## src/rtl/lsu_align.sv

```systemverilog
// Load/store alignment unit: maps byte/half/word requests at any byte address onto
// aligned word reads and writes, with read-modify-write for partial stores and word splitting.
module lsu_align #(
  parameter bit SPLIT_EN = 1'b1
) (
  input  logic        clk,
  input  logic        rst,
  input  logic        req_valid,
  output logic        req_ready,
  input  logic        req_we,
  input  logic [31:0] req_addr,
  input  logic [31:0] req_wdata,
  input  logic [2:0]  req_rsel,
  input  logic [1:0]  req_wsel,
  output logic        resp_valid,
  output logic [31:0] resp_rdata,
  output logic        resp_err,
  output logic [31:0] mem_addr,
  output logic [31:0] mem_wdata,
  output logic        mem_rw,
  output logic [2:0]  mem_rsel,
  output logic [1:0]  mem_wsel,
  input  logic [31:0] mem_rdata
);

  localparam int unsigned DW = 32;

  typedef enum logic [2:0] {IDLE, RD0, RD1, CAP1, WR0, WR1, RESP} state_e;

  state_e          state_q, state_d;
  logic [DW-1:0]   addr_q, wdata_q, buf0_q, buf1_q;
  logic            we_q;
  logic [2:0]      rsel_q;
  logic [1:0]      wsel_q;
  logic            req_ready_q, req_ready_d, resp_valid_q, resp_valid_d;
  logic            resp_err_q, resp_err_d, mem_rw_q, mem_rw_d;
  logic [DW-1:0]   resp_rdata_q, resp_rdata_d, mem_addr_q, mem_addr_d;
  logic [DW-1:0]   mem_wdata_q, mem_wdata_d;

  logic [DW-1:0]   cur_addr, cur_wdata, buf0_d, buf1_d, w0, w1, dword, load_val;
  logic            cur_we, legal, span, aligned_sw;
  logic [2:0]      cur_rsel, size;
  logic [1:0]      cur_wsel, off;
  logic [3:0]      mask4;
  logic [7:0]      mask8;
  logic [2*DW-1:0] sdata, merged;

  // In IDLE the request inputs are decoded directly; afterwards the latched copy.
  always_comb begin
    cur_addr  = (state_q == IDLE) ? req_addr  : addr_q;
    cur_wdata = (state_q == IDLE) ? req_wdata : wdata_q;
    cur_we    = (state_q == IDLE) ? req_we    : we_q;
    cur_rsel  = (state_q == IDLE) ? req_rsel  : rsel_q;
    cur_wsel  = (state_q == IDLE) ? req_wsel  : wsel_q;
    off       = cur_addr[1:0];
    w0        = {cur_addr[31:2], 2'b00};
    w1        = w0 + 32'd4;
    legal     = 1'b1;
    size      = 3'd4;
    mask4     = 4'hF;
    if (cur_we) begin
      case (cur_wsel)
        2'b00:   begin size = 3'd1; mask4 = 4'h1; end
        2'b01:   begin size = 3'd2; mask4 = 4'h3; end
        2'b10:   begin size = 3'd4; mask4 = 4'hF; end
        default: legal = 1'b0;
      endcase
    end else begin
      case (cur_rsel)
        3'b000, 3'b100: size = 3'd1;
        3'b010, 3'b101: size = 3'd2;
        3'b011:         size = 3'd4;
        default:        legal = 1'b0;
      endcase
    end
    span       = (3'({1'b0, off}) + size) > 3'd4;
    aligned_sw = cur_we && (cur_wsel == 2'b10) && (off == 2'b00);

    // Buffers capture memory data in the cycle it is valid; use it the same cycle.
    buf0_d = (state_q == RD1)  ? mem_rdata : buf0_q;
    buf1_d = (state_q == CAP1) ? mem_rdata : buf1_q;
    dword  = 32'({buf1_d, buf0_d} >> {off, 3'b000});
    case (cur_rsel)
      3'b000:  load_val = {{24{dword[7]}}, dword[7:0]};
      3'b100:  load_val = {24'd0, dword[7:0]};
      3'b010:  load_val = {{16{dword[15]}}, dword[15:0]};
      3'b101:  load_val = {16'd0, dword[15:0]};
      3'b011:  load_val = dword;
      default: load_val = '0;
    endcase
    mask8 = 8'(mask4) << off;
    sdata = 64'(cur_wdata) << {off, 3'b000};
    for (int i = 0; i < 8; i++)
      merged[8*i +: 8] = mask8[i] ? sdata[8*i +: 8] : ((i < 4) ? buf0_d[8*(i%4) +: 8]
                                                               : buf1_d[8*(i%4) +: 8]);
  end

  // Next state and next registered outputs.
  always_comb begin
    state_d      = state_q;
    mem_addr_d   = mem_addr_q;
    mem_wdata_d  = mem_wdata_q;
    mem_rw_d     = 1'b0;
    resp_rdata_d = '0;
    resp_err_d   = 1'b0;
    case (state_q)
      IDLE: if (req_valid) begin
        if (!legal || (span && !SPLIT_EN)) begin
          state_d    = RESP;
          resp_err_d = 1'b1;
        end else if (aligned_sw) begin
          state_d     = WR0;
          mem_addr_d  = w0;
          mem_rw_d    = 1'b1;
          mem_wdata_d = cur_wdata;
        end else begin
          state_d    = RD0;
          mem_addr_d = w0;
        end
      end
      RD0: begin
        state_d = RD1;
        if (span) mem_addr_d = w1;
      end
      RD1, CAP1: begin
        if (state_q == RD1 && span) begin
          state_d = CAP1;
        end else if (cur_we) begin
          state_d     = WR0;
          mem_addr_d  = w0;
          mem_rw_d    = 1'b1;
          mem_wdata_d = merged[31:0];
        end else begin
          state_d      = RESP;
          resp_rdata_d = load_val;
        end
      end
      WR0: begin
        if (span) begin
          state_d     = WR1;
          mem_addr_d  = w1;
          mem_rw_d    = 1'b1;
          mem_wdata_d = merged[63:32];
        end else begin
          state_d = RESP;
        end
      end
      WR1:     state_d = RESP;
      RESP:    state_d = IDLE;
      default: state_d = IDLE;
    endcase
    req_ready_d  = (state_d == IDLE);
    resp_valid_d = (state_d == RESP);
  end

  always_ff @(posedge clk) begin
    if (rst) begin
      state_q      <= IDLE;
      addr_q       <= '0;
      wdata_q      <= '0;
      we_q         <= 1'b0;
      rsel_q       <= '0;
      wsel_q       <= '0;
      buf0_q       <= '0;
      buf1_q       <= '0;
      req_ready_q  <= 1'b1;
      resp_valid_q <= 1'b0;
      resp_rdata_q <= '0;
      resp_err_q   <= 1'b0;
      mem_rw_q     <= 1'b0;
      mem_addr_q   <= '0;
      mem_wdata_q  <= '0;
    end else begin
      state_q      <= state_d;
      buf0_q       <= buf0_d;
      buf1_q       <= buf1_d;
      req_ready_q  <= req_ready_d;
      resp_valid_q <= resp_valid_d;
      resp_rdata_q <= resp_rdata_d;
      resp_err_q   <= resp_err_d;
      mem_rw_q     <= mem_rw_d;
      mem_addr_q   <= mem_addr_d;
      mem_wdata_q  <= mem_wdata_d;
      if (state_q == IDLE && req_valid) begin
        addr_q  <= req_addr;
        wdata_q <= req_wdata;
        we_q    <= req_we;
        rsel_q  <= req_rsel;
        wsel_q  <= req_wsel;
      end
    end
  end

  assign req_ready  = req_ready_q;
  assign resp_valid = resp_valid_q;
  assign resp_rdata = resp_rdata_q;
  assign resp_err   = resp_err_q;
  assign mem_addr   = mem_addr_q;
  assign mem_wdata  = mem_wdata_q;
  assign mem_rw     = mem_rw_q;
  assign mem_rsel   = 3'b011;
  assign mem_wsel   = 2'b10;

endmodule
```

## config.mk

```make
export PLATFORM = sky130hd
export DESIGN_NAME = lsu_align
export DESIGN_NICKNAME = d
export VERILOG_FILES = /design/src/rtl/lsu_align.sv
export SDC_FILE = /design/constraint.sdc
export NUM_CORES = 1
export LEC_CHECK = 0
export BUFFER_PORTS_ARGS = -buffer_cell sky130_fd_sc_hd__buf_2
export CAP_MARGIN = 25
export CORE_ASPECT_RATIO = 1.75
export CORE_MARGIN = 3
export CORE_UTILIZATION = 34
export CTS_CLUSTER_SIZE = 12
export DETAILED_ROUTE_END_ITERATION = 12
export HOLD_SLACK_MARGIN = 0.05
export PLACE_DENSITY = 0.56
export REMOVE_ABC_BUFFERS = 1
export SYNTH_ARGS = -nofsm -noshare
export SYNTH_HDL_FRONTEND = slang
export SYNTH_SLANG_ARGS = --single-unit
```

## constraint.sdc

```tcl
create_clock -name clk -period 5.2 [get_ports clk]
set_input_delay 0.78 -clock clk [delete_from_list [all_inputs] [get_ports clk]]
set_output_delay 0.78 -clock clk [all_outputs]
set_load 0.02 [all_outputs]
```

## Yosys cells after proc, flatten, opt, wreduce, memory -nomap -nowiden

Index checks and enable logic that the tools add are counted.

- Flip-flop bits (word level): 237
- Input port bits: 105
- Output and inout bits: 105
- Logic and storage cells: 116

- Add/subtract/negate cells: 2
- $lt $le $gt $ge: 1
- Equal/unequal tests: 19
- Shift operators: 3
- Multiplexer cells: 52
- Bitwise logic cells: 3
- Reduce and logical (&&, ||, !) cells: 21

Operators with widths:

| cell | number |
|---|---|
| 32-bit two-way mux | 15 |
| 32-bit one-hot mux with 3 select lines | 2 |
| 32-bit one-hot mux with 5 select lines | 1 |
| 8-bit two-way mux | 8 |
| 32-bit by 5-bit left shift with 64-bit output | 1 |
| 64-bit by 5-bit >> shifter with 32-bit output | 1 |
| 32-bit by 3-bit adder with 32-bit output (second input constant) | 1 |
| 3-bit two-way mux | 6 |
| 3-bit equality test (second input constant) | 5 |
| 3-bit one-hot mux with 5 select lines | 1 |
| 3-bit by 2-bit equality test with 1-bit output (second input constant) | 4 |
| 2-bit != test (second input constant) | 6 |
| 3-bit one-hot mux with 2 select lines | 2 |
| 1-bit two-way mux | 11 |
| 3-bit zero test | 3 |
| 4-bit one-hot mux with 2 select lines | 1 |
| 2-bit OR reduction | 4 |
| 4-bit by 2-bit left shift with 8-bit output | 1 |
| 7-bit AND reduction | 1 |
| 2-bit two-way mux | 3 |
| 6-bit AND reduction | 1 |
| 3-bit nonzero test | 2 |
| 3-bit OR reduction | 2 |
| 5-bit OR reduction | 1 |
| 12 further kinds | 18 |

## Logic depth before layout (Yosys ltp)

- Word-level depth: 12
- Mapped depth: 20
- Depth with buffers taken out: 13

## Least setup slack after synthesis

No wires, ideal clock.

- Path kind: reg2reg
- Start: reg state_q[1]
- End: reg mem_wdata_q[21] (netlist: mem_wdata[21])
- Library setup time: 0.072 ns
- Arrival time: 4.188 ns
- Data required time: 5.128 ns
- Setup slack: 0.940 ns
- Stages on the path, launching flop included: 21
- Path buffers: 7
- Period minus slack after synthesis: 4.260 ns
- Path through: dfxtp_1 > buf_6 > nor3_2 > buf_2 > buf_4 > buf_2 > buf_2 > mux2i_1 > nand2_1 > mux2i_1 > ha_1 > inv_1 > fa_1 > nor2b_1 > nand2b_1 > a21oi_1 > o21ai_1 > o211a_1 > clkbuf_1 > buf_2 > mux2i_1

- Cells in the longest elaborated chain, start to end: 11
- Elaborated cells between the ends (all ways): 57
- Classes of those cells: 1 x add/sub; 1 x order compare; 15 x eq/ne; 2 x shift; 24 x mux; 14 x reduce/logical

RTL lines:

| element | RTL line | source |
|---|---|---|
| from (decl) | 30 | `state_e state_q, state_d;` |
| from (signal assigned) | 174 | `state_q <= state_d;` |
| 3-bit zero test | -- |  |
| 3-bit two-way mux | 53 | `cur_rsel = (state_q == IDLE) ? req_rsel : rsel_q;` |
| 3-bit equality test (tied with other cells) | 69 | `case (cur_rsel)` |
| 2-bit OR reduction, on equally long branches | -- |  |
| 3-bit one-hot mux with 2 select lines | 69 |  |
| 3-bit two-way mux | 61 | `if (cur_we) begin` |
| 2-bit by 3-bit adder with 3-bit output | 76 | `span = (3'({1'b0, off}) + size) > 3'd4;` |
| 3-bit > comparator | 76 |  |
| 1-bit logical AND | 126 | `if (state_q == RD1 && span) begin` |
| 2-bit != test (no line) | -- |  |
| 7-bit AND reduction (no line) | -- |  |
| to (signal assigned) | 183 | `mem_wdata_q <= mem_wdata_d;` |
| to (decl) | 38 | `logic [DW-1:0] mem_wdata_q, mem_wdata_d;` |

Several ways; a longest one is shown, not always the timed one. The select of a mux whose other input is x is not followed.
A chain may end at the register's enable or synchronous reset.

## Worst setup path in the final report

- Start: reg state_q[0]
- End: reg mem_addr_q[25] (netlist: mem_addr[25])

- Cells in the longest elaborated chain, start to end: 11
- Elaborated cells between the ends (all ways): 46
- Classes of those cells: 2 x add/sub; 1 x order compare; 15 x eq/ne; 16 x mux; 12 x reduce/logical

RTL lines:

| element | RTL line | source |
|---|---|---|
| 3-bit zero test | -- |  |
| 3-bit two-way mux | 53 |  |
| 3-bit equality test (tied with other cells) | 69 |  |
| 2-bit OR reduction, on equally long branches | -- |  |
| 3-bit one-hot mux with 2 select lines | 69 |  |
| 3-bit two-way mux | 61 |  |
| 2-bit by 3-bit adder with 3-bit output | 76 |  |
| 3-bit > comparator | 76 |  |
| 1-bit logical AND | 126 |  |
| 2-bit != test (no line) | -- |  |
| 6-bit AND reduction (no line) | -- |  |
| to (signal assigned) | 182 | `mem_addr_q <= mem_addr_d;` |
| to (decl) | 37 | `logic [DW-1:0] resp_rdata_q, resp_rdata_d, mem_addr_q, mem_addr_d;` |

Several ways; a longest one is shown, not always the timed one. The select of a mux whose other input is x is not followed.

==> metrics.md <==
| Metric | Value |
|---|---|
| Total wire length | 53.2 mm |
| Number of antenna violations at the first check in global routing | 4 |
| Hold_sp | addr_q[31]$_SDFFE_PP0P_ |
| I/O pins | 210 |
| Initial core utilization | 0.346 |
| Final Instance Count excl. Fillers | 2,352 |
| TritonCTS clock tree | yes |
| Final GP Congestion | 0.949 |
| H-Tree Level Count | 1 |
| Area growth from synthesis to layout | 15.7% |
| Number of max-cap violations | 0 |
| Vias/cell | 5.69 |
| Slew at the pin with the worst max-slew slack | 1110 ps |
| Final Max Slew Viols | 0 |
| Maximum achievable frequency | 222 MHz |
| Library cell occupying the most area in the post-synthesis netlist | sky130_fd_sc_hd__dfxtp_1 |
| IR drop worst, VDD | roughly 0.43 mV |
| CTS root buf | sky130_fd_sc_hd__clkbuf_16 |
| Cell count after synthesis | between 1,500 and 2,000 |
| PostCTS Resize Cnt | 0 |
| Final number of hold-violating endpoints | 0 |
| Distinct cell type count after synthesis | 81 |
| DR DRC count | 0 |
| Sequential fraction of the synthesis area | 0.344 |
| Tightest slew margin relative to the limit | 0.259 |
| Path type of the worst min-delay path | flop to flop |
| Die outline width | 158 µm |
| Most instantiated cells after synthesis | 309 x sky130_fd_sc_hd__nand2_1, 235 x sky130_fd_sc_hd__dfxtp_1, 185 x sky130_fd_sc_hd__mux2i_1 |
| Maximum number of buffers from clock root to sink | 3 |
| Violation count after the first detailed-route iteration | 956 |
| Biggest area contributors in the synthesized netlist | sky130_fd_sc_hd__dfxtp_1 34%, sky130_fd_sc_hd__mux2i_1 14%, sky130_fd_sc_hd__nand2_1 8.5% |
| Max FO, Critical Path | 18 |
| GR met1 Demand/Resource | 0.275 |
| Core Footprint | 39,500 µm² |
| Slowest Stage Delay on Critical Path | 600 ps |
| EDFF count, synth | 0 |
| Number of CTS-inserted buffers | 26 |
| All-Layer GR Usage | 0.241 |
| Largest net degree at the start of global routing | 84 |
| Die extent in y | 271 µm |
| Startpoint of the worst-slack reg-to-reg timing path | state_q[0]$_SDFF_PP0_ |
| Number of cells in the design after placement | 2,305 |
| Iteration count of the initial detailed-routing pass | 5 |
| Post-route total power | a little under 10 mW |
| Source-to-sink clock delay at the later pin of the worst-skew pair | 560 ps |
| Final global-route overflow total | 0 |
| Hold bufs inserted after CTS | 0 |
| Share of the core filled with cells in the final layout | 0.401 |
| Average wire length per cell after detail routing | 22.6 µm |
| Area share of the leading cell type in the synthesized netlist | 0.344 |
| Worst Setup Start Kind | flop |
| Most repeated cell in the gate-level netlist after synthesis | sky130_fd_sc_hd__nand2_1 |
| Pre-CTS WS | 757 ps |
| Power density cells | 620 nW/µm² |
| Arr. time, crit path | 4940 ps |
| Area used by multi-input combinational logic | 8310 µm² |
| Routed Antenna Nets | 0 |
| Number of rows in the core area | 96 |
| Area of the die | approximately 43,000 µm² |
| Clk slew on worst S/H paths | approximately 60 ps |
| Max Clock Skew | 12.0 ps |
| RSZ-0062 raised after global routing | false |
| Synthesized area per cell | about 8 µm² |
| Mapped Area | 13,700 µm² |
| Capturing element type of the critical path | flop |
| Number of warnings issued by yosys | 0 |
| Layer with the highest usage | met2 |
| Post-DP HPWL | 38.5 mm |
| Final-layout fill cell count | 4,093 |
| Slowest cell on the critical path | sky130_fd_sc_hd__or3_2 |
| Met2 track demand over resource in global routing | 0.438 |
| Startpoint of the most critical setup path | state_q[0]$_SDFF_PP0_ |
| Number of setup violations in the final report | 0 |
| Met3 usage | 0.0309 |
| Number of I/O port buffers | 202 |
| Outcome | finished clean |
| Crit Path Category | flop to flop |
| Post-route clock period utilization | 0.866 |
| Global-route wire length before repair | 80.5 mm |
| Register Area | around 4700 µm² |
| Post-route minimum period | 4500 ps |
| CTS Sinks | 235 |
| Number of register bits inferred by synthesis | roughly 240 |
| Fraction of final layout cells sized beyond drive strength 1 | 0.192 |
| CP required | 5640 ps |
| Final-layout worst hold slack | 452 ps |
| Cells traversed along the worst timing path | or3_2, a21oi_1, mux2i_1, ha_1, inv_1, fa_1, nor2b_1, or4_4, o211ai_2, nand3_2, mux2_1 |
| Post-layout net count | just under 2,000 |
| Final worst-path setup slack | 699 ps |
| Setup fix buffers added after clock tree synthesis | 0 |
| Via count of the first global-routing pass | 13,300 |
| Leakage power summed over all cells | 6.74 nW |
| Async set-reset flop share out of synthesis | 0 |
| Most frequently used flop master after synthesis | sky130_fd_sc_hd__dfxtp_1 |
| Via count of the routed design | approximately 13,000 |
[cells by family (layout without fill, tap and decap cells)]
kind of cell               after synthesis  after routing  share of synthesized area
xor gates and xnor gates                25             25                     0.0166
adders and majority gates                3              3                    0.00329
DFF                                    235            235                      0.344
AOI/OAI and AO/OA                      408            408                      0.187
and+or+nand+nor                        641            641                      0.216
muxes                                  240            240                      0.181
buffers and inverters                  158            299                     0.0523
other                                    2             11                   0.000549
[final cells by class]
cell class | count | area share
well taps | 490 | 0.0387
multi-input cells | 1324 | 0.525
inverters | 13 | 0.00308
clock inverters | 7 | 0.00419
flip-flops and latches | 235 | 0.297
diodes | 4 | 0.000632
repair buffers | 243 | 0.0835
clock buffers | 36 | 0.0480
[per-layer routing]
layer,share of wire,vias up
met5,0.00013,-
met4,0.048,2
met3,0.056,139
met2,0.52,512
met1,0.38,6353
li1,-,6382
[worst max-delay path, delay by kind of cell (launching register included)]
family | cells | cell delay, ps
and+or+nand+nor | 4 | 1890
muxes | 2 | 700
adders and majority gates | 2 | 580
AOI/OAI and AO/OA | 2 | 720
DFF | 1 | 440
buffers and inverters | 1 | 50
[layout by cell type (no fill, tap or decap), drive strengths merged, types with 6 or more instances in the layout]
cell / instances
o311ai: 6
nand3b: 6
nand3: 44
nand4: 25
buf: 243
a22oi: 16
clkbuf: 36
a31oi: 14
a211oi: 28
nor4b: 7
o31ai: 38
a21oi: 161
o21ai: 68
nor4: 9
xnor2: 15
inv: 13
nor2: 126
o22ai: 12
nor3b: 6
mux2: 55
conb: 7
nand2: 309
dfxtp: 235
nor3: 32
a221o: 8
xor2: 10
and2: 10
or4: 6
o211ai: 25
and3: 30
nor2b: 10
mux2i: 185
nand2b: 8
[sequential cells by signal (all words and copies together) (netlist names)]
signal      count
resp_valid      1
resp_rdata     32
mem_wdata      32
we_q            1
buf1_q         32
wsel_q          2
addr_q         32
state_q         3
wdata_q        32
buf0_q         32
rsel_q          3
mem_rw          1
resp_err        1
mem_addr       30
req_ready       1
[where the power goes]
part           total, mW  switching, mW  internal (mW)
Sequential          2.51          0.303           2.21
Clock               1.85          0.788           1.06
Combinational       5.45           3.63           1.82
[metrics by stage]
step	TNS, ps	area, µm²
after detailed placement	0	15000
after global routing	0	15800
after CTS	0	15800
after global placement	0	15000
after floorplan	-370310	13000
final	0	15800
[final timing paths]
check / slack (ps) / cells past startpoint / endpoint
worst min register to register: 450 / 2 / addr_q[31]$_SDFFE_PP0P_
worst min-delay path: 450 / 2 / addr_q[31]$_SDFFE_PP0P_
worst max-delay path: 700 / 11 / mem_addr[25]$_SDFFE_PP0P_
worst max register to register: 700 / 11 / mem_addr[25]$_SDFFE_PP0P_
Note: power is estimated with default switching activity, not from simulation.
